--- src/rtl/niu_sii_dma_req_tracker.sv ---
// niu_sii_dma_req_tracker
//
// Passive monitor on the NIU->SII inbound DMA request bus (iol2clk domain).
// It decodes header cycles and follows write payload beats with a
// two-state FSM (IDLE / WDATA). It keeps saturating read, write and bypass
// counters and captures the tag and PA of the last accepted header. It also
// flags protocol, parity and saturation errors. The block never drives the bus.
//
// Optional feature: define NIU_SII_DMA_TRK_PARCHK_EN to enable per-lane even
// parity checking. When the macro is undefined, no parity logic is built,
// err_sticky[2] stays 0 and niu_sii_parity is ignored.
//
// Ports:
//   iol2clk, rst        clock, asynchronous active-high reset
//   enable              monitor enable; 0 forces IDLE and freezes statistics
//   clr_stats           synchronous clear of counters and sticky errors
//   niu_sii_hdr_vld     header cycle valid
//   niu_sii_reqbypass   1 = bypass queue, 0 = ordered queue
//   niu_sii_datareq     request carries data
//   niu_sii_datareq16   16-byte data request
//   niu_sii_data        header / payload data (DATA_W)
//   niu_sii_parity      one even-parity bit per 16-bit lane
//   rd_cnt/wr_cnt/byp_cnt  saturating statistics (CNT_W)
//   hdr_tag, hdr_pa     data[79:64] / data[39:0] of the last accepted header
//   hdr_strobe          one-cycle pulse on header accept
//   wr_done             one-cycle pulse on the final write beat
//   err_sticky          [0] header in payload, [1] reserved encoding,
//                       [2] parity, [3] counter saturation
//   err_pulse           pulse whenever any error is detected this cycle
module niu_sii_dma_req_tracker #(
   parameter int DATA_W        = 128,
   parameter int PAYLOAD_BEATS = 4,
   parameter int CNT_W         = 16
) (
   input  logic                  iol2clk,
   input  logic                  rst,
   input  logic                  enable,
   input  logic                  clr_stats,
   input  logic                  niu_sii_hdr_vld,
   input  logic                  niu_sii_reqbypass,
   input  logic                  niu_sii_datareq,
   input  logic                  niu_sii_datareq16,
   input  logic [DATA_W-1:0]     niu_sii_data,
   input  logic [DATA_W/16-1:0]  niu_sii_parity,
   output logic [CNT_W-1:0]      rd_cnt,
   output logic [CNT_W-1:0]      wr_cnt,
   output logic [CNT_W-1:0]      byp_cnt,
   output logic [15:0]           hdr_tag,
   output logic [39:0]           hdr_pa,
   output logic                  hdr_strobe,
   output logic                  wr_done,
   output logic [3:0]            err_sticky,
   output logic                  err_pulse
);

   localparam int LANES = DATA_W / 16;
   localparam int BC_W  = $clog2(PAYLOAD_BEATS + 1);

   localparam logic [BC_W-1:0]  BC_ZERO = {BC_W{1'b0}};
   localparam logic [BC_W-1:0]  BC_ONE  = {{(BC_W-1){1'b0}}, 1'b1};
   localparam logic [BC_W-1:0]  BC_FULL = BC_W'(PAYLOAD_BEATS);
   localparam logic [CNT_W-1:0] CNT_MAX = {CNT_W{1'b1}};
   localparam logic [CNT_W-1:0] CNT_ONE = {{(CNT_W-1){1'b0}}, 1'b1};

   typedef enum logic {
      ST_IDLE  = 1'b0,
      ST_WDATA = 1'b1
   } state_t;

   state_t          state_r;
   state_t          state_nxt_s;
   logic [BC_W-1:0] beat_cnt_r;
   logic [BC_W-1:0] beat_cnt_nxt_s;

   logic       accept_s;
   logic       inc_rd_s;
   logic       inc_wr_s;
   logic       inc_byp_s;
   logic       done_s;
   logic       chk_par_s;
   logic       par_err_s;
   logic       sat_s;
   logic [2:0] err_ev_s;
   logic [3:0] err_new_s;

`ifdef NIU_SII_DMA_TRK_PARCHK_EN
   // Returns 1 when any 16-bit lane fails even parity against its parity bit.
   function automatic logic lane_par_err(input logic [DATA_W-1:0] data,
                                         input logic [LANES-1:0]  par);
      logic err;
      err = 1'b0;
      for (int i = 0; i < LANES; i++) begin
         err = err | ((^data[16*i +: 16]) ^ par[i]);
      end
      return err;
   endfunction

   assign par_err_s = lane_par_err(niu_sii_data, niu_sii_parity);
`else
   logic unused_in_s;

   assign par_err_s   = 1'b0;
   // Without parity checking only the tag/PA fields are consumed.
   assign unused_in_s = ^{niu_sii_data, niu_sii_parity};
`endif

   // FSM state and beat counter registers.
   always_ff @(posedge iol2clk or posedge rst) begin
      if (rst) begin
         state_r    <= ST_IDLE;
         beat_cnt_r <= BC_ZERO;
      end else begin
         state_r    <= state_nxt_s;
         beat_cnt_r <= beat_cnt_nxt_s;
      end
   end

   // Next-state decode plus per-cycle event strobes for the output registers.
   always_comb begin
      state_nxt_s    = state_r;
      beat_cnt_nxt_s = beat_cnt_r;
      accept_s       = 1'b0;
      inc_rd_s       = 1'b0;
      inc_wr_s       = 1'b0;
      done_s         = 1'b0;
      chk_par_s      = 1'b0;
      err_ev_s       = 3'b000;
      if (!enable) begin
         state_nxt_s    = ST_IDLE;
         beat_cnt_nxt_s = BC_ZERO;
      end else begin
         case (state_r)
            ST_IDLE: begin
               if (niu_sii_hdr_vld) begin
                  chk_par_s = 1'b1;
                  case ({niu_sii_datareq, niu_sii_datareq16})
                     2'b00: begin
                        accept_s = 1'b1;
                        inc_rd_s = 1'b1;
                     end
                     2'b10: begin
                        accept_s       = 1'b1;
                        beat_cnt_nxt_s = BC_FULL;
                        state_nxt_s    = ST_WDATA;
                     end
                     2'b11: begin
                        accept_s       = 1'b1;
                        beat_cnt_nxt_s = BC_ONE;
                        state_nxt_s    = ST_WDATA;
                     end
                     default: begin
                        err_ev_s[1] = 1'b1;
                     end
                  endcase
               end else begin
                  state_nxt_s = ST_IDLE;
               end
            end
            ST_WDATA: begin
               // Every WDATA cycle is a beat, even one that carries a
               // stray header; the header itself is only flagged.
               chk_par_s      = 1'b1;
               err_ev_s[0]    = niu_sii_hdr_vld;
               beat_cnt_nxt_s = beat_cnt_r - BC_ONE;
               if (beat_cnt_r == BC_ONE) begin
                  done_s      = 1'b1;
                  inc_wr_s    = 1'b1;
                  state_nxt_s = ST_IDLE;
               end else begin
                  state_nxt_s = ST_WDATA;
               end
            end
            default: begin
               state_nxt_s    = ST_IDLE;
               beat_cnt_nxt_s = BC_ZERO;
            end
         endcase
      end
      err_ev_s[2] = chk_par_s & par_err_s;
   end

   // Saturation detection and collection of all error events for this cycle.
   always_comb begin
      inc_byp_s = accept_s & niu_sii_reqbypass;
      sat_s     = (inc_rd_s  & (rd_cnt  == CNT_MAX)) |
                  (inc_wr_s  & (wr_cnt  == CNT_MAX)) |
                  (inc_byp_s & (byp_cnt == CNT_MAX));
      err_new_s = {sat_s, err_ev_s};
   end

   // Registered outputs: pulses, header capture, statistics and errors.
   always_ff @(posedge iol2clk or posedge rst) begin
      if (rst) begin
         hdr_strobe <= 1'b0;
         wr_done    <= 1'b0;
         hdr_tag    <= 16'h0000;
         hdr_pa     <= 40'h00_0000_0000;
         rd_cnt     <= {CNT_W{1'b0}};
         wr_cnt     <= {CNT_W{1'b0}};
         byp_cnt    <= {CNT_W{1'b0}};
         err_sticky <= 4'b0000;
         err_pulse  <= 1'b0;
      end else begin
         hdr_strobe <= accept_s;
         wr_done    <= done_s;
         if (accept_s) begin
            hdr_tag <= niu_sii_data[79:64];
            hdr_pa  <= niu_sii_data[39:0];
         end
         // Clear wins over any increment or error in the same cycle.
         if (clr_stats) begin
            rd_cnt     <= {CNT_W{1'b0}};
            wr_cnt     <= {CNT_W{1'b0}};
            byp_cnt    <= {CNT_W{1'b0}};
            err_sticky <= 4'b0000;
            err_pulse  <= 1'b0;
         end else begin
            if (inc_rd_s && (rd_cnt != CNT_MAX)) begin
               rd_cnt <= rd_cnt + CNT_ONE;
            end
            if (inc_wr_s && (wr_cnt != CNT_MAX)) begin
               wr_cnt <= wr_cnt + CNT_ONE;
            end
            if (inc_byp_s && (byp_cnt != CNT_MAX)) begin
               byp_cnt <= byp_cnt + CNT_ONE;
            end
            err_sticky <= err_sticky | err_new_s;
            err_pulse  <= |err_new_s;
         end
      end
   end

endmodule

--- config.mk ---
export PLATFORM = sky130hd
export DESIGN_NAME = niu_sii_dma_req_tracker
export DESIGN_NICKNAME = d
export VERILOG_FILES = /design/src/rtl/niu_sii_dma_req_tracker.sv
export SDC_FILE = /design/constraint.sdc
export NUM_CORES = 1
export LEC_CHECK = 0
export BUFFER_PORTS_ARGS = -buffer_cell sky130_fd_sc_hd__buf_2
export CAP_MARGIN = 0
export CORE_ASPECT_RATIO = 1.4
export CORE_MARGIN = 3
export CORE_UTILIZATION = 46
export CTS_BUF_LIST = sky130_fd_sc_hd__clkbuf_16
export CTS_CLUSTER_SIZE = 24
export DETAILED_ROUTE_END_ITERATION = 8
export HOLD_SLACK_MARGIN = 0.1
export PLACE_DENSITY = 0.9
export SYNTH_ARGS = -nofsm -noshare
export SYNTH_HDL_FRONTEND = slang
export SYNTH_SLANG_ARGS = --single-unit
--- constraint.sdc ---
create_clock -name iol2clk -period 4.55 [get_ports iol2clk]
set_clock_uncertainty 0.15 [all_clocks]
set_input_delay 0.455 -clock iol2clk [delete_from_list [all_inputs] [get_ports iol2clk]]
set_output_delay 0.455 -clock iol2clk [all_outputs]
set_load 0.03 [all_outputs]
==> results of run 1 <==
-- synthesized netlist by cell type (all sizes together) (2+ instances only) --
master / instances
dfrtp: 114
mux2: 57
nor2: 56
xnor2: 26
nand2: 19
nand4: 18
nor3: 14
nor4: 14
inv: 13
nand3: 13
buf: 12
a21oi: 11
xor2: 11
o21ai: 8
clkbuf: 7
and3: 6
ha: 5
mux2i: 5
o211ai: 5
and4: 4
a211oi: 3
and2: 3
or2: 3
or3: 3
a2111oi: 2
a31o: 2
nand3b: 2
nor2b: 2
o2111ai: 2
or4: 2
-- sequential cells by signal, summed over array words and instances, names as in the netlist, 3 cells and up --
register and flops:
rd_cnt 16, wr_cnt 16, beat_cnt_r 3, hdr_tag 16, err_sticky 3, byp_cnt 16, hdr_pa 40
-- stage by stage --
step / cell area (sq um) / setup WS, ns
final: 6850 / 2.10
after global routing: 6850 / 1.95
after CTS: 6850 / 2.12
after detailed placement: 6210 / 2.10
after global placement: 6210 / 2.13
after floorplan: 5260 / 0.929
-- worst max-delay path by stage --
| stage | depth (start not counted) | slack (ns) | from | end |
|---|---|---|---|---|
| final | 5 | 2.10 | state_r | byp_cnt[13] |
| after global routing | 5 | 1.95 | state_r | byp_cnt[13] |
| after CTS | 5 | 2.12 | state_r | byp_cnt[13] |
| after detailed placement | 6 | 2.10 | enable | byp_cnt[13] |
| after global placement | 6 | 2.13 | enable | byp_cnt[13] |
| after floorplan | 1 | 0.93 | rst | beat_cnt_r[0] |
-- cell type report --
type                       instances  share of cell area (%)
tap                              141                    2.58
inverter                          13                   0.749
clock buffer                      17                    6.21
sequential                       114                    41.6
multi-input combinational        304                    32.7
timing repair buffer             177                    13.1
clock inverter                    15                    3.01
-- cell families after synthesis --
family	share of synthesized area [%]
fa+ha+maj	1.19
simple gates	17.2
other cells	0.0713
xor+xnor	6.16
buf+inv	3.31
flops	54.2
mux	13.2
compound gates	4.64
-- per-layer routing --
| metal | GRT usage (%) | part of all wire [%] | wire length [microns] |
|---|---|---|---|
| met1 | 23.8 | 38 | 4930 |
| met2 | 36.5 | 54 | 6960 |
| met3 | 5.80 | 5.7 | 745 |
| met4 | 8.97 | 2.9 | 373 |
| met5 | 0 | 0 | 0 |
-- repair_timing --
| item | 4_1_cts | 5_1_grt |
|---|---|---|
| gates resized for setup | 0 | 0 |
| hold endpoints to repair | 31 | 0 |
| hold buffers | 1 | 0 |
-- worst max-delay path, delay by kind of cell (launching register included) --
| kind | cells | cell delay (ns) |
|---|---|---|
| flops | 1 | 0.52 |
| mux | 1 | 0.32 |
| simple gates | 4 | 1.32 |
-- layout by cell type, fill, tap and decap left out, types with 12 or more instances in the layout --
cell type / netlist / layout
nand4_1: 17 / 17
nand2_1: 19 / 19
nor2_1: 56 / 55
nor3_1: 13 / 13
nand3_1: 12 / 12
inv_1: 13 / 13
dfrtp_1: 114 / 114
xnor2_1: 26 / 26
buf_2: 6 / 173
clkbuf_16: 0 / 17
mux2_2: 52 / 52
-- power groups by stage --
stage | sequential, mW | combinational, mW | clock [mW]
6_report | 1.19 | 0.567 | 1.40
5_1_grt | 1.21 | 0.596 | 1.48
4_1_cts | 1.19 | 0.574 | 1.43
3_5_place_dp | 1.21 | 0.570 | 0
3_3_place_gp | 1.20 | 0.553 | 0
2_1_floorplan | 1.43 | 0.159 | 0
==> results.cfg, run 1 <==
[placement]
portBuffers = 173
dpl.hpwl_microns = 9270
routabilityCongestion = 0.815
place_inst = 748

[clocking]
insertion_delay_ns = 0.41
cts_tree = done
clk_pin_slew_worst_paths_ns = 0.05
post-cts-setup-buffers = 0
cts.htree.levels = 4
cts_buffers = 17
cts_buffer_depth = 2
cts_sinks = 114
cts-root-buf = clkbuf_16

[power_and_ir_drop]
power_frac_comb_pct = 17.9
irDropWorstVdd_mv = 0.411
power.total_mw = 3.16
p_sw_share_pct = 29.1
seqPwrFrac_pct = 37.7
p_int_mw = 2.24
powerDensity_nw_per_um2 = 462
p_sw_mw = 0.920
leakage_nw = 3.19
p_clk_share_pct = 44.4

[grt]
grt_max_degree = 55
grt_overflow_total = 0
grt_pass1_wl_microns = 21000
grt_pass1_vias = 4289
grt_usage_pct = 21.1
antenna_found_initial = 0

[drt]
drc = 0
vias_per_cell = 5.38
dr_total_vias = 4205
wirelength_microns = 13000
first_iter_violations = 132
ant_nets = 0
drtPass1Iterations = 4
wire_per_inst_microns = 16.6

[yosys]
synthCells = 450
ys_seq_area_share_pct = 54.2
ys.warnings.count = 0
synth_cell_type_count = 52
ys_ff_latch = 114
syn_area_sq_um = 5260
synth_top_area_share_pct = 54.2
synthTopCellsByArea = dfrtp_1, mux2_2, xnor2_1, nor2_1, nand4_1
avgSynthCellArea_sq_um = 11.7
synthArstFlopShare_pct = 100
syn_nets = 599
synth_area_leader_cell = dfrtp_1
ys.flop_type = dfrtp_1
synth-edff-count = 0

[sta]
period_share_pct = 53.8
report.final.slew_viol_count = 0
hold_ws_ns = 0.115
period_minus_slack_ns = 2.45
setup_viol = 0
fmax_mhz = 409
worstMarginPinSlew_ns = 0.981
rsz0062_at_grt = no
report.final.hold_viol_count = 0
fin_setup_tns_ns = 0
slew_headroom_pct = 34.6

[layout]
nets = 776
ff_latch_area_sq_um = 2850
area_growth_pct = 30.3
nFillCells = 862
fin_cells = 781
drive_gt1_share_pct = 43.6
multi_input_area_sq_um = 2240
antennaDiodeCount = 0
final_core_util_pct = 62.4

[worst_hold_path]
min_path_cells = 2
hp-start = niu_sii_data[5]
min_path_type = input port to flip-flop
hold_path_end = hdr_pa[5]

[worst_setup_path]
reg2reg_depth = 5
worstReg2RegStart = state_r
critPathKind = flip-flop to flip-flop
cp.arrival_ns = 2.58
cp_max_fo = 15
required_ns = 4.69
path_cells = and3b_1 -> nand3b_2 -> nor3_2 -> nand4_1 -> mux2_1
startpoint_type = flip-flop
endpoint_kind = flip-flop
cp_slowest_cell = dfrtp_1
rr_endpoint = byp_cnt[13]
max_stage_delay_ns = 0.52
rrSetupSlack_ns = 2.10

[floorplan]
die_area_sq_um = 12800
fp-row-count = 45
die_w_microns = 96.4
die_y_microns = 133
core_area_sq_um = 11000
pin_count = 255
initial_core_util_pct = 47.9

[outcome]
status = finished, final reports clean

[job]
max_cap_viol_count = 0
Power figures use the tool's default switching activity.
==> run 2, diff against run 1 <==
ABC_AREA = 1   (was not set)
CORE_UTILIZATION = 43   (was 46)
PLACE_DENSITY = 0.87   (was 0.9)
clock period = 2.1 ns   (was 4.55 ns; I/O delays follow)
==> results.cfg, run 2 <==
[sta]
report.final.hold_viol_count = 0
fmax_mhz = 517
report.final.slew_viol_count = 0
fin_setup_tns_ns = 0
worstMarginPinSlew_ns = 0.563
rsz0062_at_grt = no
period_share_pct = 92.1
period_minus_slack_ns = 1.93
slew_headroom_pct = 62.5
setup_viol = 0

[drt]
vias_per_cell = 5.00
ant_nets = 0
first_iter_violations = 296
dr_total_vias = 5867
drc = 0
wirelength_microns = 17200
drtPass1Iterations = 7
wire_per_inst_microns = 14.6

[yosys]
synthTopCellsByArea = dfrtp_1, nand2_1, nand3_1, nor2_1, nand4_1
yosysMostFrequentCell = nand2_1
synthAdderAreaFrac_pct = 1.07
avgSynthCellArea_sq_um = 7.93
synthCells = 734
ys_ff_latch = 114
ys_top_cells_by_count = nand2_1, dfrtp_1, nor2_1, nand3_1, inv_1
synth-edff-count = 0
synth_compound_area_share_pct = 4.71
ys_seq_area_share_pct = 49.0
synthMuxAreaShare_pct = 0
synth_xor_area_share_pct = 2.11
synthSimpleGateAreaFrac_pct = 37.5
syn_nets = 883
ys.warnings.count = 0
synth_area_leader_cell = dfrtp_1
synth_top_area_share_pct = 49.0
ys.flop_type = dfrtp_1
synthArstFlopShare_pct = 100
synth_cell_type_count = 34
synth_top_family_by_area = simple AND/OR/NAND/NOR gates
syn_area_sq_um = 5820

[floorplan]
pin_count = 255
core_area_sq_um = 13100
die_w_microns = 104
initial_core_util_pct = 44.6
fp-row-count = 49
die_area_sq_um = 15000
die_y_microns = 144

[clocking]
clk_pin_slew_worst_paths_ns = 0.05
insertion_delay_ns = 0.40
cts_buffer_depth = 2
post-cts-setup-buffers = 0
cts.htree.levels = 4
cts_buffers = 17
cts_sinks = 114
cts_tree = done
cts-root-buf = clkbuf_16

[worst_setup_path]
cp_max_fo = 15
startpoint = enable
critPathKind = input port to flip-flop
cp.arrival_ns = 2.07
endpoint_kind = flip-flop
startpoint_type = input port
required_ns = 2.23
worstReg2RegStart = wr_cnt[1]
rr_endpoint = wr_cnt[12]
reg2reg_depth = 8
crit_path_end = byp_cnt[12]
rrSetupSlack_ns = 0.21

[layout]
finish.instance_area_sq_um = 8140
multi_input_area_sq_um = 2650
antennaDiodeCount = 0
nFillCells = 1076
final_core_util_pct = 62.3
ff_latch_area_sq_um = 2850
final_common_cell = nand2_1
nets = 1133
most-common-layout-cells = nand2_1, buf_2, dfrtp_1
area_growth_pct = 39.7
registers.top_by_ff_count = hdr_pa
drive_gt1_share_pct = 27.8
largest_reg_flops = 40

[worst_hold_path]
hp-start = niu_sii_reqbypass
min_path_cells = 7
min_path_type = input port to flip-flop

[grt]
grt_max_degree = 65
grt_pass1_wl_microns = 28500
antenna_found_initial = 0
grt_usage_pct = 23.7
grt_overflow_total = 0
grt_pass1_vias = 5948

[placement]
dpl.hpwl_microns = 10800
dpl_cell_area_sq_um = 6980
routabilityCongestion = 0.896
portBuffers = 173

[outcome]
status = finished, final reports clean

[power_and_ir_drop]
powerDensity_nw_per_um2 = 781
irDropWorstVdd_mv = 0.533
leakage_nw = 4.34
power.total_mw = 6.35

[job]
max_cap_viol_count = 0
==> run 2: per-layer routing <==
layer / track usage, % / share of wire [%] / vias to the layer above
li1: - / - / 2829
met1: 27.5 / 40 / 2754
met2: 40.9 / 50 / 252
met3: 7.60 / 8.1 / 32
met4: 9.31 / 2.3 / 0
met5: 0 / 0 / -
==> run 2: power breakdown <==
| part | internal, mW | switching, mW |
|---|---|---|
| Clock | 1.49 | 1.05 |
| Combinational | 0.407 | 0.863 |
| Sequential | 2.41 | 0.134 |
==> run 2: worst max-delay path: stages <==
cell and delay [ns]:
dlygate4sd3_1 0.54, buf_2 0.14, inv_2 0.07, nor2_2 0.14, nand3_2 0.13, inv_2 0.11
nand2_1 0.11, nor2_4 0.33, nor2_4 0.12, nand2_1 0.08, o21ai_0 0.07
==> run 2: cell families (layout without fill, tap and decap cells) <==
family	after synthesis	count (layout)
other	1	1
XOR/XNOR	14	14
AO/OA/AOI/OAI	38	38
AND/OR/NAND/NOR	491	491
buffers and inverters	71	333
adder cells (fa/ha/maj)	5	5
flip-flops	114	114
==> run 2: what timing repair did <==
item | in CTS | in global routing
resized for setup | 0 | 0
hold endpoints to repair | 178 | 0
hold buffers | 64 | 0
==> run 2: worst min path at each step <==
stage	end
after global routing	err_pulse
after detailed placement	byp_cnt[0]
after CTS	err_pulse
after floorplan	err_sticky[1]
after global placement	byp_cnt[0]
final	err_pulse
==> run 2: cell type report <==
type	instances	area share (%)
well taps	178	2.74
flip-flops and latches	114	35.1
multi-input cells	549	32.6
clock inverters	14	1.15
clock buffers	17	5.23
inverters	48	2.26
repair buffers	254	21.0
==> run 2: per-stage QoR <==
stage / std cells / hold WS (ns) / worst slack (ns)
final: 1174 / 0.137 / 0.166
after global placement: 1079 / 0.186 / 0.253
after detailed placement: 1079 / 0.201 / 0.228
after global routing: 1174 / 0.203 / 0.0126
after CTS: 1174 / 0.123 / 0.201
after floorplan: 734 / 0.126 / 0.138
